--- src/rtl/core_pkg.sv ---
// Shared core definitions: access size encodings, LSU FSM states, datapath width.
package core_pkg;

    localparam int XLEN = 64;

    typedef enum logic [1:0] {
        SZ_B = 2'd0,
        SZ_H = 2'd1,
        SZ_W = 2'd2,
        SZ_D = 2'd3
    } lsu_size_e;

    typedef enum logic [1:0] {
        LSU_IDLE = 2'd0,
        LSU_REQ  = 2'd1,
        LSU_WAIT = 2'd2,
        LSU_DONE = 2'd3
    } lsu_state_e;

endpackage

--- src/rtl/lsu_lane_align.sv ---
// Byte-lane steering for the LSU: alignment check, write strobes and write-data
// placement for a new request, and right-justification of a returned read beat.
module lsu_lane_align #(
    parameter  int XLEN  = core_pkg::XLEN,
    localparam int NB    = XLEN / 8,
    localparam int OFF_W = $clog2(NB)
) (
    input  logic [1:0]       req_size,
    input  logic [OFF_W-1:0] req_off,
    input  logic [XLEN-1:0]  req_wdata,
    output logic             req_misalign,
    output logic [NB-1:0]    req_wstrb,
    output logic [XLEN-1:0]  req_wdata_lane,
    input  logic [1:0]       rsp_size,
    input  logic [OFF_W-1:0] rsp_off,
    input  logic [XLEN-1:0]  rsp_rdata,
    output logic [XLEN-1:0]  rsp_rdata_aligned
);
    import core_pkg::*;

    logic [NB-1:0]   req_bytes;
    logic [XLEN-1:0] rsp_mask;

    // Request side: size mask and natural-alignment check, then shift into the lane.
    always_comb begin
        req_bytes    = '0;
        req_misalign = 1'b0;
        case (lsu_size_e'(req_size))
            SZ_B: begin
                req_bytes    = NB'(8'h01);
            end
            SZ_H: begin
                req_bytes    = NB'(8'h03);
                req_misalign = req_off[0];
            end
            SZ_W: begin
                req_bytes    = NB'(8'h0F);
                req_misalign = |req_off[1:0];
            end
            default: begin
                req_bytes    = '1;
                req_misalign = |req_off;
            end
        endcase
        req_wstrb      = req_bytes << req_off;
        req_wdata_lane = req_wdata << {req_off, 3'b000};
    end

    // Response side: bring the addressed lane down to bit 0 and clear bytes beyond the size.
    always_comb begin
        rsp_mask = '1;
        case (lsu_size_e'(rsp_size))
            SZ_B:    rsp_mask = XLEN'(8'hFF);
            SZ_H:    rsp_mask = XLEN'(16'hFFFF);
            SZ_W:    rsp_mask = XLEN'(32'hFFFF_FFFF);
            default: rsp_mask = '1;
        endcase
        rsp_rdata_aligned = (rsp_rdata >> {rsp_off, 3'b000}) & rsp_mask;
    end

endmodule

--- src/rtl/lsu_mem_port.sv ---
// Load/store unit: turns one control-block access into one request/response
// transaction on the data-memory bus, stalling the pipeline while it is in flight.
module lsu_mem_port #(
    parameter  int XLEN   = core_pkg::XLEN,
    parameter  int ADDR_W = 64,
    localparam int NB     = XLEN / 8,
    localparam int OFF_W  = $clog2(NB)
) (
    input  logic              clk,
    input  logic              rst_n,
    input  logic              ls_rd_en,
    input  logic              ls_wr_en,
    input  logic [1:0]        ls_size,
    input  logic [ADDR_W-1:0] ls_addr,
    input  logic [XLEN-1:0]   ls_wdata,
    output logic [XLEN-1:0]   ls_rdata,
    output logic              ls_done,
    output logic              ls_stall,
    output logic              ls_misalign,
    output logic              bus_req_valid,
    input  logic              bus_req_ready,
    output logic              bus_req_we,
    output logic [ADDR_W-1:0] bus_req_addr,
    output logic [NB-1:0]     bus_req_wstrb,
    output logic [XLEN-1:0]   bus_req_wdata,
    input  logic              bus_rsp_valid,
    input  logic [XLEN-1:0]   bus_rsp_rdata
);
    import core_pkg::*;

    lsu_state_e       state_q, state_d;
    logic [1:0]       size_q;
    logic [OFF_W-1:0] off_q;

    logic             ls_req;
    logic             req_illegal;
    logic             req_misalign;
    logic             req_ok;
    logic             req_bad;
    logic             start;
    logic             capture;
    logic [NB-1:0]    lane_wstrb;
    logic [XLEN-1:0]  lane_wdata;
    logic [XLEN-1:0]  lane_rdata;

    lsu_lane_align #(.XLEN(XLEN)) u_lane (
        .req_size          (ls_size),
        .req_off           (ls_addr[OFF_W-1:0]),
        .req_wdata         (ls_wdata),
        .req_misalign      (req_misalign),
        .req_wstrb         (lane_wstrb),
        .req_wdata_lane    (lane_wdata),
        .rsp_size          (size_q),
        .rsp_off           (off_q),
        .rsp_rdata         (bus_rsp_rdata),
        .rsp_rdata_aligned (lane_rdata)
    );

    assign ls_req      = ls_rd_en | ls_wr_en;
    assign req_illegal = ls_rd_en & ls_wr_en;
    assign req_ok      = ls_req & ~req_illegal & ~req_misalign;
    assign req_bad     = ls_req & (req_illegal | req_misalign);

    // Only an IDLE cycle may launch a request; a request seen in DONE waits one bubble.
    assign start   = (state_q == LSU_IDLE) && req_ok;
    // Stores get a response too, but only loads update the returned data.
    assign capture = (state_q == LSU_WAIT) && bus_rsp_valid && !bus_req_we;

    assign bus_req_valid = (state_q == LSU_REQ);
    assign ls_done       = (state_q == LSU_DONE);

    // State register.
    always_ff @(posedge clk or negedge rst_n) begin
        if (!rst_n) state_q <= LSU_IDLE;
        else        state_q <= state_d;
    end

    // Next-state and pipeline hold; stall drops in DONE so control advances with ls_done.
    always_comb begin
        state_d  = state_q;
        ls_stall = 1'b0;
        case (state_q)
            LSU_IDLE: begin
                ls_stall = req_ok;
                if (req_ok) state_d = LSU_REQ;
            end
            LSU_REQ: begin
                ls_stall = 1'b1;
                if (bus_req_ready) state_d = LSU_WAIT;
            end
            LSU_WAIT: begin
                ls_stall = 1'b1;
                if (bus_rsp_valid) state_d = LSU_DONE;
            end
            default: begin
                state_d = LSU_IDLE;
            end
        endcase
    end

    // Request fields are latched once at launch so they stay stable while REQ waits for ready.
    always_ff @(posedge clk or negedge rst_n) begin
        if (!rst_n) begin
            bus_req_we    <= 1'b0;
            bus_req_addr  <= '0;
            bus_req_wstrb <= '0;
            bus_req_wdata <= '0;
            size_q        <= '0;
            off_q         <= '0;
        end else if (start) begin
            bus_req_we    <= ls_wr_en;
            bus_req_addr  <= {ls_addr[ADDR_W-1:OFF_W], {OFF_W{1'b0}}};
            bus_req_wstrb <= lane_wstrb;
            bus_req_wdata <= lane_wdata;
            size_q        <= ls_size;
            off_q         <= ls_addr[OFF_W-1:0];
        end
    end

    // Load data holds until the next load completes; misalign is a one-cycle flag.
    always_ff @(posedge clk or negedge rst_n) begin
        if (!rst_n) begin
            ls_rdata    <= '0;
            ls_misalign <= 1'b0;
        end else begin
            ls_misalign <= (state_q == LSU_IDLE) && req_bad;
            if (capture) ls_rdata <= lane_rdata;
        end
    end

endmodule
--- config.mk ---
export PLATFORM = sky130hd
export DESIGN_NAME = lsu_mem_port
export DESIGN_NICKNAME = d
export VERILOG_FILES = /design/src/rtl/core_pkg.sv /design/src/rtl/lsu_lane_align.sv /design/src/rtl/lsu_mem_port.sv
export SDC_FILE = /design/constraint.sdc
export NUM_CORES = 1
export LEC_CHECK = 0
export BUFFER_PORTS_ARGS = -buffer_cell sky130_fd_sc_hd__buf_2
export CAP_MARGIN = 10
export CELL_PAD_IN_SITES_DETAIL_PLACEMENT = 0
export CELL_PAD_IN_SITES_GLOBAL_PLACEMENT = 1
export CORE_MARGIN = 3
export CORE_UTILIZATION = 30
export CTS_BUF_LIST = sky130_fd_sc_hd__clkbuf_4
export CTS_CLUSTER_DIAMETER = 200
export DETAILED_ROUTE_END_ITERATION = 8
export GPL_TIMING_DRIVEN = 0
export PLACE_DENSITY = 0.81
export SLEW_MARGIN = 15
export SYNTH_ARGS = -nofsm -noshare
export SYNTH_HDL_FRONTEND = slang
export SYNTH_SLANG_ARGS = --single-unit
export TNS_END_PERCENT = 100
--- constraint.sdc ---
create_clock -name clk -period 1.7 [get_ports clk]
set_input_delay 0.34 -clock clk [delete_from_list [all_inputs] [get_ports clk]]
set_output_delay 0.34 -clock clk [all_outputs]
set_load 0.03 [all_outputs]
==> PnR_summary.wiki <==
{| class="wikitable"
! Metric !! Value
|-
| Number of warnings printed during yosys synthesis || 0
|-
| Iteration-0 DRC Markers || 807
|-
| Number of ports placed on the die boundary || 405
|-
| Sum of routed wire length over all layers || between 50 and 60 mm
|-
| Clock slew seen by the registers of the worst setup and hold paths || ~0.07 ns
|-
| Layout overhead on the synthesized area || 68.3%
|-
| Starting utilization of the core area || 0.306
|-
| Max rail drop VDD || 1.17 mV
|-
| Total Nets Final || 2058
|-
| Worst Setup End Kind || primary output
|-
| Num Clock Sinks || between 200 and 250
|-
| Pin count of the biggest net entering global routing || 101
|-
| Largest cells by area after synthesis || sky130_fd_sc_hd__dfrtp_1 47%, sky130_fd_sc_hd__nand2_1 13%, sky130_fd_sc_hd__mux2i_1 6.5%
|-
| Maximum clock rate || 424 MHz
|-
| Number of global-route vias before repair || 12700
|-
| Top cell type by total area after synthesis || sky130_fd_sc_hd__dfrtp_1
|-
| Antenna violations before repair || 7
|-
| Worst skew pair latency || between 0.7 and 0.8 ns
|-
| Required time of the critical path || 1.36 ns
|-
| Clock tree buffer depth || 3
|-
| Core area || 0.0357 mm²
|-
| Data arrival, critical path || 2.02 ns
|-
| Standard-cell row count || 69
|-
| Worst slew pin tran || approximately 0.8 ns
|-
| Fraction of final layout cells with drive strength greater than 1 || 0.418
|-
| Library cell used as clock root buffer || sky130_fd_sc_hd__clkbuf_4
|-
| Min Clock Period, post-route || 2.36 ns
|-
| Outcome || finished with violations
|-
| Total vias in the final route || about 12000
|-
| Number of pins exceeding their max-slew limit in the final report || 0
|-
| Average wire length per cell after detail routing || 22.2 µm
|-
| Total of endpoints with negative setup slack in the final report || 83
|-
| Post-Route Hold Slack || 0.0430 ns
|-
| Clock tree from TritonCTS || built
|-
| Kind of start point of the critical path || flop
|-
| H-Tree Level Count || 2
|-
| Final standard cell utilization of the core || 0.514
|-
| Placer's final routability congestion estimate || 0.938
|-
| Setup TNS || -3.12 ns
|-
| Worst slew margin relative to its limit || 0.472
|-
| Remaining antenna violation count after routing || 0
|-
| Max cap viols || 0
|-
| Worst Skew || 0.0385 ns
|-
| Die Y-Extent || 197 µm
|-
| Mean area per synthesized cell || 9.44 µm²
|-
| Count of buffers inserted at the top-level ports || 400
|-
| Number of cells on the worst reg-to-reg path || 9
|-
| Cell breakdown of the critical path || inv_2, ha_4, o2111a_1, buf_6, buf_12, nor2_4, nor2_4, buf_6
|-
| Cell count of the worst hold path || 4
|-
| Post-synthesis instance area || 0.0109 mm²
|-
| Global-route wire length before repair || just under 80 mm
|-
| Die boundary width || just under 200 µm
|-
| Number of distinct library cell variants in the gate-level netlist after synthesis || 54
|-
| Violations in the final reports || setup timing
|-
| Unrepaired setup endpoints after global routing || yes
|-
| Post-detailed-placement half-perimeter wirelength || 37.4 mm
|-
| Flip-flop and latch count after synthesis || 206
|-
| Drt via density || 5.16
|-
| Final Total Pwr || 30.9 mW
|-
| Leading cell type in the layout, fill and taps excluded || sky130_fd_sc_hd__nand2_1
|-
| Grt ovf || 0
|-
| Number of cells produced by synthesis || 1158
|-
| Commonest cells after routing, fill and taps aside || 364 x sky130_fd_sc_hd__nand2_1, 233 x sky130_fd_sc_hd__buf_6, 216 x sky130_fd_sc_hd__buf_2, 205 x sky130_fd_sc_hd__dfrtp_1, 128 x sky130_fd_sc_hd__dlygate4sd3_1
|-
| Total global routing track utilization || 0.262
|-
| Number of DRC violations after detailed routing || 0
|-
| Type of the setup path with the least slack || flop to primary output
|-
| Pwr Density || ~1700 mW/mm²
|-
| Critical Path Slowest Stage Cell || sky130_fd_sc_hd__dfrtp_1
|-
| Router iterations before antenna repair || 5
|-
| Share of the synthesized area in the top cell type || 0.472
|-
| Final hold violations || 0
|-
| Area enclosed by the die boundary || slightly below 0.04 mm²
|-
| Static power due to leakage || 9.05 nW
|-
| Type of the most critical hold path || primary input to flop
|-
| Slack of the critical path || -0.659 ns
|-
| Sequential cell area fraction in the yosys report || 0.472
|-
| Slowest Stage Delay on Critical Path || 0.39 ns
|-
| CTS buffer count || 59
|-
| Placement-stage worst setup slack || -0.717 ns
|-
| Top fanout value on the critical path || 2
|-
| Fraction of the cycle the final worst path needs || 1.39
|}
[flip-flops by register name (all words and copies together) (netlist names)]
register / flops
bus_req_wdata: 64
ls_rdata: 64
bus_req_addr: 61
bus_req_wstrb: 8
off_q: 3
size_q: 2
state_q: 2
bus_req_we: 1
ls_misalign: 1
[per-layer routing]
| layer | global-route usage | wire, µm |
|---|---|---|
| met1 | 0.312 | 20000 |
| met3 | 0.0691 | 4560 |
| met5 | 0 | 32 |
| met4 | 0.110 | 2290 |
| met2 | 0.449 | 25600 |
[synth_stat cells, drive strengths merged]
| cell | n |
|---|---|
| o21ai | 104 |
| mux4 | 23 |
| nor3 | 4 |
| mux2 | 27 |
| and3b | 1 |
| nand2b | 9 |
| nand2 | 369 |
| o2111a | 1 |
| a21oi | 33 |
| a22o | 8 |
| or3 | 1 |
| o221ai | 10 |
| nand3 | 8 |
| dfrtp | 206 |
| conb | 1 |
| buf | 61 |
| inv | 9 |
| or2 | 2 |
| clkinv | 1 |
| o2111ai | 1 |
| nand4 | 1 |
| o32a | 1 |
| o31ai | 34 |
| a21o | 4 |
| nor2 | 34 |
| o211ai | 13 |
| nor3b | 1 |
| a211o | 3 |
| and2 | 1 |
| a32oi | 8 |
| nand3b | 6 |
| o2bb2ai | 8 |
| a31o | 4 |
| o22ai | 10 |
| mux2i | 71 |
| a311oi | 1 |
| a31oi | 4 |
| a2bb2oi | 1 |
| ha | 7 |
| clkbuf | 32 |
| a221oi | 1 |
| a22oi | 26 |
| nor2b | 8 |
[worst max-delay path: cells and delay by family (launching register included)]
family	cells	cell delay [ns]
compound gates	1	0.18
fa+ha+maj	1	0.14
buf+inv	4	0.42
flops	1	0.39
simple gates	2	0.11
[per-stage QoR]
step | instances | area (µm²)
2_1_floorplan | 1160 | 11000
3_3_place_gp | 2021 | 13500
3_5_place_dp | 2023 | 13600
4_1_cts | 2344 | 18100
5_1_grt | 2365 | 18400
6_report | 2365 | 18400
[power by group]
group          leakage, nW  switching, mW  total [mW]  internal (mW)
logic                 5.93           9.96        17.7           7.77
clock network        0.438           2.37        4.71           2.34
registers             2.68           1.65        8.50           6.85
total                 9.05           14.0        30.9           17.0
[worst paths after layout]
kind                                        from          endpoint  slack, ns
worst max-delay path                  state_q[0]          ls_stall      -0.66
worst min-delay path                  ls_size[1]         size_q[1]       0.04
worst max register to register        state_q[0]      ls_rdata[56]      -0.06
worst min register to register  bus_req_addr[61]  bus_req_addr[61]       0.50
max in group asynchronous                  rst_n      ls_rdata[51]       0.39
min in group asynchronous                  rst_n      ls_rdata[57]       0.16
[timing repair]
| action | CTS | global route |
|---|---|---|
| endpoints found under the hold margin | 342 | 0 |
| pin swaps | 26 | 10 |
| buffers inserted | 85 | 14 |
| hold buffers | 129 | 0 |
| resized for setup | 535 | 61 |
| setup endpoints to repair | 357 | 377 |
| gates cloned | 1 | 1 |
[area by class of cell]
type / instances / area, µm²
diodes: 8 / 20.0
plain buffers: 93 / 777
clock buffers: 87 / 653
clock inverters: 19 / 83.8
fillers: 3278 / 17400
inverters: 10 / 37.5
multi-input cells: 851 / 5630
flip-flops and latches: 206 / 5160
well taps: 461 / 577
repair buffers: 630 / 5450
[logic make-up (layout without fill, tap and decap cells)]
group,count (synthesis),after routing,synth area share
buffers and inverters,103,839,0.0536
AOI/OAI and AO/OA,275,275,0.163
muxes,121,121,0.140
other,1,11,0.000343
adders and majority gates,7,7,0.00801
and+or+nand+nor,445,445,0.163
DFF,206,206,0.472
No activity file was read; power rests on OpenSTA's default activity.
